<file path="src/rtl/sigmoid_backprop_pkg.sv">
// Shared Q8.8 constants, multiplier sizing and FSM encoding for the sigmoid
// backpropagation block.
package sigmoid_backprop_pkg;

  localparam int Q_W       = 16;
  localparam int FRAC_BITS = 8;
  localparam logic [Q_W-1:0] ONE = 16'h0100;

  // One multiplier serves both products: s*(1-s) needs a 9-bit multiplier and
  // e*d a 16-bit signed multiplicand; 24 accumulator bits hold either result.
  localparam int MUL_A_W   = Q_W;
  localparam int MUL_B_W   = 9;
  localparam int MUL_P_W   = Q_W + FRAC_BITS;
  localparam int MUL_CNT_W = $clog2(MUL_B_W + 1);

  localparam logic [MUL_CNT_W-1:0] STEPS_D = MUL_CNT_W'(9);
  localparam logic [MUL_CNT_W-1:0] STEPS_E = MUL_CNT_W'(7);

  typedef enum logic [1:0] {
    IDLE,
    MUL_D,
    MUL_E,
    DONE
  } state_t;

endpackage

</file>
<file path="src/rtl/seq_shift_add_mul.sv">
// Iterative shift-add multiplier: one multiplier bit per cycle, LSB first.
// The multiplicand may be signed; the multiplier is always unsigned.
module seq_shift_add_mul #(
  parameter int A_W      = 16,
  parameter int B_W      = 9,
  parameter int P_W      = 24,
  parameter int SHIFT    = 8,
  parameter bit SIGNED_A = 1'b1,
  parameter int CNT_W    = $clog2(B_W + 1)
) (
  input  logic               clk,
  input  logic               reset,
  input  logic               start,
  input  logic [A_W-1:0]     a,
  input  logic [B_W-1:0]     b,
  input  logic [CNT_W-1:0]   steps,
  output logic               busy,
  output logic               done,
  output logic [P_W-SHIFT-1:0] product
);

  logic [A_W-1:0]   a_q;
  logic [B_W-1:0]   b_q;
  logic [CNT_W-1:0] idx_q;
  logic [CNT_W-1:0] steps_q;
  logic [P_W-1:0]   acc_q;
  logic             busy_q;
  logic             done_q;

  function automatic logic [P_W-1:0] partial(input logic [A_W-1:0] m,
                                             input logic           bit_v,
                                             input logic [CNT_W-1:0] sh);
    logic [P_W-1:0] ext;
    ext = {{(P_W-A_W){SIGNED_A & m[A_W-1]}}, m};
    return bit_v ? (ext << sh) : '0;
  endfunction

  // The start edge already performs step 0, so a product of N bits takes
  // exactly N edges; done pulses for one cycle after the last step.
  always_ff @(posedge clk or negedge reset) begin
    if (!reset) begin
      a_q     <= '0;
      b_q     <= '0;
      idx_q   <= '0;
      steps_q <= '0;
      acc_q   <= '0;
      busy_q  <= 1'b0;
      done_q  <= 1'b0;
    end else begin
      // NOTE: non-blocking assignments so every register samples pre-edge values.
      done_q <= 1'b0;
      if (start) begin
        a_q     <= a;
        b_q     <= b;
        steps_q <= steps;
        idx_q   <= CNT_W'(1);
        acc_q   <= partial(a, b[0], '0);
        busy_q  <= (steps > CNT_W'(1));
        done_q  <= (steps == CNT_W'(1));
      end else if (busy_q) begin
        acc_q <= acc_q + partial(a_q, b_q[idx_q], idx_q);
        idx_q <= idx_q + CNT_W'(1);
        if (idx_q == steps_q - CNT_W'(1)) begin
          busy_q <= 1'b0;
          done_q <= 1'b1;
        end
      end
    end
  end

  assign busy    = busy_q;
  assign done    = done_q;
  assign product = acc_q[P_W-1:SHIFT];

endmodule

</file>
<file path="src/rtl/sigmoid_backprop.sv">
// Sigmoid derivative backprop: delta = e * s * (1 - s) in Q8.8, computed with
// one shared iterative multiplier and a valid/ready handshake on both sides.
module sigmoid_backprop
  import sigmoid_backprop_pkg::*;
#(
  parameter int DATA_W = Q_W
) (
  input  logic              clk,
  input  logic              reset,
  input  logic              in_valid,
  output logic              in_ready,
  input  logic [DATA_W-1:0] sig_in,
  input  logic [DATA_W-1:0] err_in,
  output logic              out_valid,
  input  logic              out_ready,
  output logic [DATA_W-1:0] delta_out
);

  state_t state_q, state_d;

  logic [DATA_W-1:0]    s_q, e_q, delta_q, s_cl;
  logic                 mul_start, mul_sel_e, mul_busy, mul_done;
  logic [DATA_W-1:0]    mul_a;
  logic [MUL_B_W-1:0]   mul_b;
  logic [MUL_CNT_W-1:0] mul_steps;
  logic [DATA_W-1:0]    mul_p;

  // Negative s reads as 0, anything past 1.0 as 1.0.
  always_comb begin
    if (s_q[DATA_W-1])  s_cl = '0;
    else if (s_q > ONE) s_cl = ONE;
    else                s_cl = s_q;
  end

  always_comb begin
    // NOTE: defaults first so no path through the case leaves a latch.
    state_d   = state_q;
    mul_start = 1'b0;
    mul_sel_e = 1'b0;
    case (state_q)
      IDLE:  if (in_valid) state_d = MUL_D;
      MUL_D: begin
        if (mul_done) begin
          mul_start = 1'b1;
          mul_sel_e = 1'b1;
          state_d   = MUL_E;
        end else if (!mul_busy) begin
          mul_start = 1'b1;
        end
      end
      MUL_E: if (mul_done)  state_d = DONE;
      DONE:  if (out_ready) state_d = IDLE;
      default: state_d = IDLE;
    endcase
  end

  // In MUL_E the multiplier is fed d = p >> 8 straight from its own output.
  assign mul_a     = mul_sel_e ? e_q : s_cl;
  assign mul_b     = mul_sel_e ? {2'b00, mul_p[6:0]} : MUL_B_W'(ONE - s_cl);
  assign mul_steps = mul_sel_e ? STEPS_E : STEPS_D;

  seq_shift_add_mul #(
    .A_W      (MUL_A_W),
    .B_W      (MUL_B_W),
    .P_W      (MUL_P_W),
    .SHIFT    (FRAC_BITS),
    .SIGNED_A (1'b1),
    .CNT_W    (MUL_CNT_W)
  ) u_mul (
    .clk     (clk),
    .reset   (reset),
    .start   (mul_start),
    .a       (mul_a),
    .b       (mul_b),
    .steps   (mul_steps),
    .busy    (mul_busy),
    .done    (mul_done),
    .product (mul_p)
  );

  always_ff @(posedge clk or negedge reset) begin
    if (!reset) begin
      state_q <= IDLE;
      s_q     <= '0;
      e_q     <= '0;
      delta_q <= '0;
    end else begin
      state_q <= state_d;
      if (state_q == IDLE && in_valid) begin
        s_q <= sig_in;
        e_q <= err_in;
      end
      // Bits [23:8] of the signed product are the floor of (e*d) / 256.
      if (state_q == MUL_E && mul_done) delta_q <= mul_p;
    end
  end

  assign in_ready  = (state_q == IDLE);
  assign out_valid = (state_q == DONE);
  assign delta_out = delta_q;

endmodule
</file>
<file path="config.mk">
export PLATFORM = sky130hd
export DESIGN_NAME = sigmoid_backprop
export DESIGN_NICKNAME = d
export VERILOG_FILES = /design/src/rtl/sigmoid_backprop_pkg.sv /design/src/rtl/seq_shift_add_mul.sv /design/src/rtl/sigmoid_backprop.sv
export SDC_FILE = /design/constraint.sdc
export NUM_CORES = 1
export LEC_CHECK = 0
export ABC_AREA = 1
export CORE_MARGIN = 4
export CORE_UTILIZATION = 30
export DETAILED_ROUTE_END_ITERATION = 10
export GPL_TIMING_DRIVEN = 0
export SLEW_MARGIN = 10
export SYNTH_ARGS = -nofsm -noshare
export SYNTH_HDL_FRONTEND = slang
export SYNTH_SLANG_ARGS = --single-unit
</file>
<file path="constraint.sdc">
create_clock -name clk -period 4.3 [get_ports clk]
set_input_delay 0.645 -clock clk [delete_from_list [all_inputs] [get_ports clk]]
set_output_delay 0.645 -clock clk [all_outputs]
set_load 0.05 [all_outputs]
</file>
==> metrics.md, run 1 <==
| Metric | Value |
|---|---|
| Status | `completed` |
| Maxcap violations | `0` |
| Num CTS Buffers | `9` |
| Crit-path slowest cell | `clkbuf_1` |
| Port Buffers | `53` |
| DP HPWL | `16590 µm` |
| Clock tree buffer depth | `2` |
| YS warnings | `0` |
| # hold bufs at CTS | `0` |
| Leak pwr | `4.081 nW` |
| Drt via density | `4.835` |
| Initial Util | `30.41%` |
| Number of flops mapped to enable cells by yosys | `0` |
| Worst slew margin | `51.08%` |
| Post-synth top area share | `37.97%` |
| ANT nets after route | `0` |
| Cells after Synth | `980` |
| I/O pin total | `54` |
| Critical Path Source Type | `flop` |
| Min cycle time layout | `4.020 ns` |
| Post-CTS Setup Bufs | `0` |
| Core area | `23400 µm²` |
| Async set or reset register ratio after synthesis | `100.0%` |
| Initial drt markers | `457` |
| GR Util All Layers | `16.38%` |
| Worst-Margin Slew | `0.7337 ns` |
| Yosys cell types | `49` |
| Final hold vios | `0` |
| Worst Hold Class | `primary input to async pin` |
| Setup TNS Final | `0 ns` |
| Worst vdd ir | `0.2603 mV` |
| # setup viols final | `0` |
| Largest area contributor in the synthesized netlist | `dfrtp_1` |
| Period utilization | `93.49%` |
| Arr. time, crit path | `4.31 ns` |
| Initial antenna violation count | `0` |
| Synthesized area | `7117 µm²` |
| CTS tree | `yes` |
| Routed WL | `21060 µm` |
| Cts repair resizes | `0` |
| Area Growth Syn to Fin | `17.69%` |
| CP delay by family, top | `buffers and inverters` |
| DIE WIDTH | `162.0 µm` |
| # nets final | `1113` |
| Gp weighted congestion | `0.9232` |
| Crit Path Max Fanout | `10` |
| Die height | `162.0 µm` |
| F_max | `0.2488 GHz` |
| Critical Path RT | `4.59 ns` |
| Critical Path Most Common Cell | `inv_1` |
| Critical path depth | `18` |
| RR Startpoint | `u_mul.idx_q[3]` |
| Total congestion overflow | `0` |
| Number of iterations in the first detailed-routing pass | `5` |
| Syn_nets | `1048` |
| Count leader, synth | `nand2_1` |
| Number of diodes | `0` |
| Commonest cells in the netlist | `234 x nand2_1, 119 x inv_1, 108 x dfrtp_1` |
| Reg-to-reg endpoint | `u_mul.acc_q[16]` |
| H-Tree Depth | `3` |
| Leading register cell type out of synthesis | `dfrtp_1` |
| Seq/Total Area, Yosys | `37.97%` |
| Clock Skew | `0.009365 ns` |
| Crit end category | `flop` |
| Critical-path cell list | `buf_2 -> inv_1 -> clkbuf_1 -> buf_1 -> nand4_1 -> inv_1 -> ha_1 -> inv_1 -> fa_1 -> inv_1 -> nand2_1 -> a21oi_1 -> a21boi_2 -> o21ai_1 -> nand2_1 -> nand3b_1 -> nand3_1 -> a21oi_1` |
| Vias in the first global route | `6393` |
| R2r setup slk | `0.28 ns` |
| Top post-synthesis cells by area | `dfrtp_1 38%, nand2_1 12%, inv_1 6.3%` |
| Worst-case reg-to-reg path depth | `18` |
| Reg clk slew, reported paths | `0.08 ns` |
| Fraction of layout cells with a size suffix above 1 | `7.524%` |
| Drt drc | `0` |
| Largest net degree at the start of global routing | `70` |
| Avg WL per Cell | `15.38 µm` |
| Unrepaired setup endpoints after global routing | `false` |
| Worst setup path class | `flop to flop` |
| Site Rows | `56` |
| Cell area power density | `793.5 nW/µm²` |
| Worst skew pair latency | `0.36 ns` |
| Pins Over Slew Limit | `0` |
| Sink Count | `108` |
| First-pass GRT wire length | `34240 µm` |
| WP buf/inv | `7` |
| Syn avg cell area | `7.262 µm²` |
| Critical Path Max Stage Delay | `0.41 ns` |
| Die ar. | `26250 µm²` |
| Post-synthesis sequential element count | `108` |
| Root Driver | `clkbuf_16` |
| Hold Worst Slack | `0.1872 ns` |
| Via Count | `6619` |
sequential cells by signal (all words and copies together) (netlist names):
signal	cells
u_mul.idx_q	4
state_q	2
u_mul.acc_q	24
e_q	16
u_mul.busy	1
delta_out	16
s_q	16
u_mul.b_q	9
u_mul.steps_q	3
u_mul.done	1
u_mul.a_q	16
cell usage in the layout (no fill, tap or decap), types with 8 or more instances in the layout:
cell             count
nand4_1              9
mux2_2              16
a21oi_1             80
inv_1              119
o22ai_1             13
nand3_1             56
nor3_1               8
dfrtp_1            108
clkbuf_16            9
clkdlybuf4s50_1     52
nand2_1            234
ha_1                31
clkbuf_1            14
buf_2               13
o21ai_0             85
nor2_1              99
o21bai_1            11
layout make-up:
class,instances,area (µm²)
multi-input cells,709,3746
flip-flops and latches,108,2703
inverters,124,467.9
repair buffers,54,559.3
plain buffers,39,200.2
clock buffers,10,239.0
fillers,2562,15030
well taps,319,399.1
clock inverters,6,61.31
metrics by stage:
stage	utilization [%]	setup WS (ns)	cells	power [mW]	area (µm²)
2_1_floorplan	-	1.346	980	4.617	7117
3_3_place_gp	34.38	-1.767	1352	5.706	8046
3_5_place_dp	34.51	0.3978	1353	5.755	8075
4_1_cts	35.79	0.3820	1369	6.641	8376
5_1_grt	35.79	0.02686	1369	7.268	8376
6_report	35.79	0.2801	1369	6.646	8376
where the power goes:
group          total (mW)  switching, mW  internal [mW]  leakage (nW)
Sequential           1.78          0.307           1.47          1.32
Combinational        4.00           2.65           1.36          2.61
Clock               0.865          0.436          0.429         0.147
worst reg2reg max path: stages, from the launching register on:
cell and delay (ns):
dfrtp_1 0.36, buf_2 0.18, inv_1 0.15, clkbuf_1 0.41, buf_1 0.41, nand4_1 0.18
inv_1 0.10, ha_1 0.22, inv_1 0.09, fa_1 0.35, inv_1 0.08, nand2_1 0.08
a21oi_1 0.38, a21boi_2 0.19, o21ai_1 0.31, nand2_1 0.14, nand3b_1 0.11, nand3_1 0.07
a21oi_1 0.13
logic make-up (layout without fill, tap and decap cells):
| logic type | after synthesis | count (layout) | share of synthesized area [%] |
|---|---|---|---|
| compound gates | 223 | 223 | 17.60 |
| flops | 108 | 108 | 37.97 |
| xor+xnor | 7 | 7 | 0.8615 |
| fa+ha+maj | 32 | 32 | 5.731 |
| mux | 18 | 18 | 2.813 |
| simple gates | 429 | 429 | 25.63 |
| buf+inv | 163 | 233 | 9.388 |
worst max path at each step:
| stage | endpoint | from |
|---|---|---|
| 6_report | u_mul.acc_q[16] | u_mul.idx_q[3] |
| 5_1_grt | u_mul.acc_q[16] | u_mul.idx_q[3] |
| 4_1_cts | u_mul.acc_q[16] | u_mul.idx_q[3] |
| 3_5_place_dp | u_mul.acc_q[16] | u_mul.idx_q[3] |
| 3_3_place_gp | s_q[10] | reset |
| 2_1_floorplan | u_mul.acc_q[16] | u_mul.idx_q[3] |
per-layer routing:
metal	routed length (µm)	GRT usage [%]
met1	10290	23.27
met2	9584	26.37
met3	922	2.436
met4	262	4.037
met5	0	0
No activity file was read; power rests on OpenSTA's default activity.
==> run 2, diff against run 1 <==
Settings changed: PLACE_DENSITY set to 0.47.
==> run 2 against run 1 <==
  * Routed wire length up 7.4%
  * Global-route usage up 1.1 points
  * Core utilization about the same
  * First-iteration DRC count down 16%
  * Final area up 0.13%
  * Combinational power about the same
  * Critical path depth unchanged
  * Via count down 0.24%
  * Power up 0.95%
  * Worst hold slack worse by 0.0071 ns
  * Fmax down 0.91%
  * Final cell count about the same
==> metrics.md, run 2 (synthesized netlist as in run 1, its figures left out) <==
| Metric | Value |
|---|---|
| Clock Skew | `0.01881 ns (was 0.009365 ns)` |
| GR Util All Layers | `17.48% (was 16.38%)` |
| First-pass GRT wire length | `35800 µm (was 34240 µm)` |
| Period utilization | `94.35% (was 93.49%)` |
| Worst Hold Class | `primary input to async pin (unchanged)` |
| Post-CTS Setup Bufs | `0 (unchanged)` |
| Drt via density | `4.820 (was 4.835)` |
| Gp weighted congestion | `0.8960 (was 0.9232)` |
| Arr. time, crit path | `4.34 ns (was 4.31 ns)` |
| Pre-CTS setup slack | `0.4098 ns (was 0.3978 ns)` |
| Vias in the first global route | `6452 (was 6393)` |
| F_max | `0.2465 GHz (was 0.2488 GHz)` |
| Critical Path Source Type | `flop (unchanged)` |
| Port Buffers | `53 (unchanged)` |
| # setup viols final | `0 (unchanged)` |
| Most common cell after layout, fill and taps aside | `nand2_1 (unchanged)` |
| Maxcap violations | `0 (unchanged)` |
| Cts repair resizes | `0 (unchanged)` |
| Largest register FFs | `24 (unchanged)` |
| Worst setup path class | `flop to flop (unchanged)` |
| I/O pin total | `54 (unchanged)` |
| Drt drc | `0 (unchanged)` |
| Number of iterations in the first detailed-routing pass | `5 (unchanged)` |
| Min cycle time layout | `4.057 ns (was 4.020 ns)` |
| Leak pwr | `4.086 nW (was 4.081 nW)` |
| Cell area after placement | `8075 µm² (unchanged)` |
| Routed WL | `22630 µm (was 21060 µm)` |
| Crit end category | `flop (unchanged)` |
| # nets final | `1113 (unchanged)` |
| Critical Path RT | `4.58 ns (was 4.59 ns)` |
| R2r setup slk | `0.24 ns (was 0.28 ns)` |
| CTS tree | `yes (unchanged)` |
| Pins Over Slew Limit | `0 (unchanged)` |
| Final hold vios | `0 (unchanged)` |
| Total congestion overflow | `0 (unchanged)` |
| Via Count | `6603 (was 6619)` |
| Initial antenna violation count | `0 (unchanged)` |
| Initial drt markers | `382 (was 457)` |
| Reg-to-reg endpoint | `u_mul.acc_q[12] (was u_mul.acc_q[16])` |
| ANT nets after route | `0 (unchanged)` |
| Design area | `8387 µm² (was 8376 µm²)` |
| Top reg by flops | `u_mul.acc_q (unchanged)` |
| Root Driver | `clkbuf_16 (unchanged)` |
| Final core occ | `35.84% (was 35.79%)` |
| Die height | `162.0 µm (unchanged)` |
| DIE WIDTH | `162.0 µm (unchanged)` |
| Area Growth Syn to Fin | `17.84% (was 17.69%)` |
| Cell area power density | `799.9 nW/µm² (was 793.5 nW/µm²)` |
| Worst-case reg-to-reg path depth | `18 (unchanged)` |
| Hold Worst Slack | `0.1801 ns (was 0.1872 ns)` |
| Core area | `23400 µm² (unchanged)` |
| Most frequent cells in the layout | `234 x nand2_1, 119 x inv_1, 108 x dfrtp_1 (unchanged)` |
| # hold bufs at CTS | `0 (unchanged)` |
| Clock tree buffer depth | `2 (unchanged)` |
| H-Tree Depth | `3 (unchanged)` |
| Fin worst setup slack | `0.2431 ns (was 0.2801 ns)` |
| Status | `completed (unchanged)` |
| Worst slew margin | `48.48% (was 51.08%)` |
| Worst-Margin Slew | `0.7727 ns (was 0.7337 ns)` |
| Crit Path Max Fanout | `10 (unchanged)` |
| Largest net degree at the start of global routing | `67 (was 70)` |
| Num CTS Buffers | `9 (unchanged)` |
| Reg clk slew, reported paths | `0.09 ns (was 0.08 ns)` |
| Die ar. | `26250 µm² (unchanged)` |
| RR Startpoint | `u_mul.idx_q[3] (unchanged)` |
| Sink Count | `108 (unchanged)` |
| Worst skew pair latency | `0.37 ns (was 0.36 ns)` |
| Setup TNS Final | `0 ns (unchanged)` |
| Site Rows | `56 (unchanged)` |
| Worst vdd ir | `0.2531 mV (was 0.2603 mV)` |
| DP HPWL | `17600 µm (was 16590 µm)` |
| Fraction of layout cells with a size suffix above 1 | `7.524% (unchanged)` |
| Initial Util | `30.41% (unchanged)` |
| Avg WL per Cell | `16.52 µm (was 15.38 µm)` |
| Unrepaired setup endpoints after global routing | `false (unchanged)` |
==> run 2: report_power, final <==
group          switching [mW]  internal, mW  total [mW]
clock                   0.470         0.421       0.892
sequential              0.313          1.47        1.78
combinational            2.68          1.36        4.03
total                    3.46          3.25        6.71
==> run 2: how the worst max path moves through the flow <==
stage | from | endpoint | slack (ns) | depth (start not counted)
4_1_cts | u_mul.idx_q[3] | u_mul.acc_q[12] | 0.35 | 18
3_3_place_gp | reset | s_q[11] | -2.07 | 1
2_1_floorplan | u_mul.idx_q[3] | u_mul.acc_q[16] | 1.35 | 18
3_5_place_dp | u_mul.idx_q[3] | u_mul.acc_q[12] | 0.41 | 18
6_report | u_mul.idx_q[3] | u_mul.acc_q[12] | 0.24 | 18
5_1_grt | u_mul.idx_q[3] | u_mul.acc_q[12] | 0.0008 | 18
==> run 2: area by class of cell <==
cell class,count,area [µm²]
Inverter,124,467.9
Multi-Input combinational cell,709,3746
Fill cell,2596,15020
Antenna cell,1,2.502
Timing Repair Buffer,54,559.3
Sequential cell,108,2703
Buffer,39,200.2
Clock buffer,9,225.2
Clock inverter,7,83.83
Tap cell,319,399.1
==> run 2: critical path, cell delays in order, from the launching register on <==
cell and delay, ns:
dfrtp_1 0.36, buf_2 0.18, inv_1 0.15, clkbuf_1 0.37
buf_1 0.42, nand4_1 0.20, inv_1 0.10, ha_1 0.22
inv_1 0.08, fa_1 0.35, inv_1 0.07, nand2_1 0.06
a21oi_1 0.41, a21boi_2 0.20, o21ai_1 0.31, nand2_1 0.12
nand3b_1 0.10, nand3_1 0.08, a21oi_1 0.14
==> run 2: through the flow <==
| stage | total power [mW] | instances |
|---|---|---|
| after floorplan | 4.617 | 980 |
| after global routing | 7.316 | 1369 |
| after CTS | 6.733 | 1369 |
| after detailed placement | 5.809 | 1353 |
| final | 6.709 | 1370 |
| after global placement | 5.798 | 1352 |
==> run 2: routing by layer <==
layer	part of all wire [%]	global-route usage (%)
met1	51	25.64
met2	44	27.17
met3	3.5	2.005
met4	1.8	5.229
met5	0	0
==> run 3, diff against run 2 <==
Settings changed: CORE_UTILIZATION 30 to 45, PLACE_DENSITY 0.47 to 0.64, REMOVE_ABC_BUFFERS set to 1.
==> run 3 against run 2 <==
  * Non-clock buffer count down 38
  * Flip-flop and latch count unchanged
  * Sequential power is 5% higher
  * Register-to-register slack better by 0.15 ns
  * Final cell count down 11%
  * Power decreased by 4.6%
  * Routed wire length fell by 18%
  * Largest cell class unchanged
  * Largest power group unchanged
  * Highest routed layer unchanged
==> metrics.md, run 3 (synthesized netlist as in run 1, its figures left out) <==
| Metric | Value |
|---|---|
| Status | `completed (unchanged)` |
| Cell area after placement | `7762 µm² (was 8075 µm²)` |
| Pins Over Slew Limit | `0 (unchanged)` |
| Num CTS Buffers | `9 (unchanged)` |
| Initial antenna violation count | `0 (unchanged)` |
| Post-Layout Cell Count | `1224 (was 1370)` |
| Port Buffers | `53 (unchanged)` |
| Design area | `8088 µm² (was 8387 µm²)` |
| H-Tree Depth | `3 (unchanged)` |
| Critical Path Most Common Cell | `nand2_1 (was inv_1)` |
| Min cycle time layout | `3.910 ns (was 4.057 ns)` |
| Post-CTS Setup Bufs | `0 (unchanged)` |
| Most common cell after layout, fill and taps aside | `nand2_1 (unchanged)` |
| Routed WL | `18490 µm (was 22630 µm)` |
| DP HPWL | `13680 µm (was 17600 µm)` |
| Initial Util | `46.30% (was 30.41%)` |
| Crit Path Max Fanout | `20 (was 10)` |
| Maxcap violations | `0 (unchanged)` |
| Fraction of layout cells with a size suffix above 1 | `6.515% (was 7.524%)` |
| Unrepaired setup endpoints after global routing | `false (unchanged)` |
| WP buf/inv | `1 (was 7)` |
| Worst-case reg-to-reg path depth | `15 (was 18)` |
| Worst skew pair latency | `0.37 ns (about the same)` |
| Placed cells | `1207 (was 1353)` |
| Reg clk slew, reported paths | `0.07 ns (was 0.09 ns)` |
| Number of diodes | `0 (was 1)` |
| Worst vdd ir | `0.2936 mV (was 0.2531 mV)` |
| Drt drc | `0 (unchanged)` |
| Worst setup path class | `flop to flop (unchanged)` |
| Critical Path Source Type | `flop (unchanged)` |
| Core area | `15370 µm² (was 23400 µm²)` |
| Critical path depth | `15 (was 18)` |
| Largest register FFs | `24 (unchanged)` |
| First-pass GRT wire length | `31140 µm (was 35800 µm)` |
| Critical-path cell list | `clkinvlp_4 -> nand3_1 -> nand3_1 -> nand3_4 -> nor2_1 -> ha_1 -> nand2_1 -> o21ai_0 -> nand2_1 -> nand2_1 -> nand2_1 -> nand2_1 -> a21oi_1 -> o21ai_0 -> a31oi_1 (was buf_2 -> inv_1 -> clkbuf_1 -> buf_1 -> nand4_1 -> inv_1 -> ha_1 -> inv_1 -> fa_1 -> inv_1 -> nand2_1 -> a21oi_1 -> a21boi_2 -> o21ai_1 -> nand2_1 -> nand3b_1 -> nand3_1 -> a21oi_1)` |
| Area Growth Syn to Fin | `13.64% (was 17.84%)` |
| # hold bufs at CTS | `0 (unchanged)` |
| RR Startpoint | `u_mul.idx_q[1] (was u_mul.idx_q[3])` |
| # setup viols final | `0 (unchanged)` |
| I/O pin total | `54 (unchanged)` |
| Clock Skew | `0.01165 ns (was 0.01881 ns)` |
| Critical Path RT | `4.52 ns (was 4.58 ns)` |
| Crit path to | `u_mul.acc_q[13] (was u_mul.acc_q[12])` |
| CP delay by family, top | `simple AND/OR/NAND/NOR gates (was buffers and inverters)` |
| R2r setup slk | `0.39 ns (was 0.24 ns)` |
| Period utilization | `90.92% (was 94.35%)` |
| Worst slew margin | `25.07% (was 48.48%)` |
| Leak pwr | `3.963 nW (was 4.086 nW)` |
| F_max | `0.2558 GHz (was 0.2465 GHz)` |
| Cts repair resizes | `0 (unchanged)` |
| Site Rows | `45 (was 56)` |
| Hold Worst Slack | `0.2062 ns (was 0.1801 ns)` |
| Number of iterations in the first detailed-routing pass | `5 (unchanged)` |
| Die height | `133.8 µm (was 162.0 µm)` |
| GR Util All Layers | `21.52% (was 17.48%)` |
| Largest net degree at the start of global routing | `66 (was 67)` |
| Worst-Margin Slew | `1.123 ns (was 0.7727 ns)` |
| Crit end category | `flop (unchanged)` |
| Top reg by flops | `u_mul.acc_q (unchanged)` |
| Critical Path Max Stage Delay | `0.89 ns (was 0.42 ns)` |
| ANT nets after route | `0 (unchanged)` |
| # nets final | `1077 (was 1113)` |
| Gp weighted congestion | `0.9136 (was 0.8960)` |
| Crit-path slowest cell | `dfrtp_1 (was buf_1)` |
| Final hold vios | `0 (unchanged)` |
| Reg-to-reg endpoint | `u_mul.acc_q[13] (was u_mul.acc_q[12])` |
| Die ar. | `17890 µm² (was 26250 µm²)` |
| Drt via density | `5.288 (was 4.820)` |
| Avg WL per Cell | `15.10 µm (was 16.52 µm)` |
| Setup crit start | `u_mul.idx_q[1] (was u_mul.idx_q[3])` |
| Total congestion overflow | `0 (unchanged)` |
| Arr. time, crit path | `4.13 ns (was 4.34 ns)` |
| Clock tree buffer depth | `2 (unchanged)` |
| Vias in the first global route | `6308 (was 6452)` |
| Cell area power density | `791.6 nW/µm² (was 799.9 nW/µm²)` |
| Via Count | `6472 (was 6603)` |
| Worst Hold Class | `primary input to async pin (unchanged)` |
| Initial drt markers | `476 (was 382)` |
| Sink Count | `108 (unchanged)` |
| DIE WIDTH | `133.8 µm (was 162.0 µm)` |
| Most frequent cells in the layout | `232 x nand2_1, 117 x inv_1, 106 x dfrtp_1 (was 234 x nand2_1, 119 x inv_1, 108 x dfrtp_1)` |
| CTS tree | `yes (unchanged)` |
| Root Driver | `clkbuf_16 (unchanged)` |
## run 3: final cells by class
cell class                 instances  area (µm²)
fill                            1544        7283
multi-input combinational        709        3751
sequential                       108        2705
timing repair buffer              55       579.3
inverter                         124       475.5
tap                              211       264.0
clock buffer                      10       239.0
clock inverter                     5       61.31
timing repair inverter             2       12.51
## run 3: worst reg2reg max path, cell delays in order (launching register included)
cell        delay (ns)
dfrtp_1           0.89
clkinvlp_4        0.50
nand3_1           0.19
nand3_1           0.18
nand3_4           0.16
nor2_1            0.09
ha_1              0.34
nand2_1           0.10
o21ai_0           0.46
nand2_1           0.10
nand2_1           0.18
nand2_1           0.08
nand2_1           0.12
a21oi_1           0.08
o21ai_0           0.18
a31oi_1           0.12
## run 3: where the power goes
| group | total [mW] | internal [mW] | switching (mW) |
|---|---|---|---|
| registers | 1.87 | 1.47 | 0.399 |
| logic | 3.67 | 1.27 | 2.40 |
| clock network | 0.857 | 0.467 | 0.390 |
## run 3: metrics by stage
stage	power (mW)	utilization (%)	setup WS, ns	TNS (ns)
after floorplan	4.488	-	1.193	0
after global placement	5.455	50.17	-1.712	-183.43
after detailed placement	5.504	50.50	0.1477	0
after CTS	6.385	52.45	0.1277	0
after global routing	7.023	52.62	0.01504	0
final	6.402	52.62	0.3903	0
## run 3: per-layer routing
layer  vias to the layer above  GRT usage (%)  share of wire [%]  wire length, µm
li1                       3280              -                  -                -
met1                      2995          29.27                 47             8710
met2                       171          35.71                 46             8543
met3                        26          3.625                5.0              923
met4                         0          5.600                1.7              308
met5                         -              0                  0                0
## run 3: worst min-delay path by stage
stage / from / endpoint / cells past startpoint
after CTS: reset / s_q[6] / 1
after floorplan: reset / delta_out[0] / 0
final: reset / s_q[6] / 1
after global routing: reset / s_q[6] / 1
after detailed placement: u_mul.b_q[7] / u_mul.b_q[7] / 2
after global placement: delta_out[6] / delta_out[6] / 2
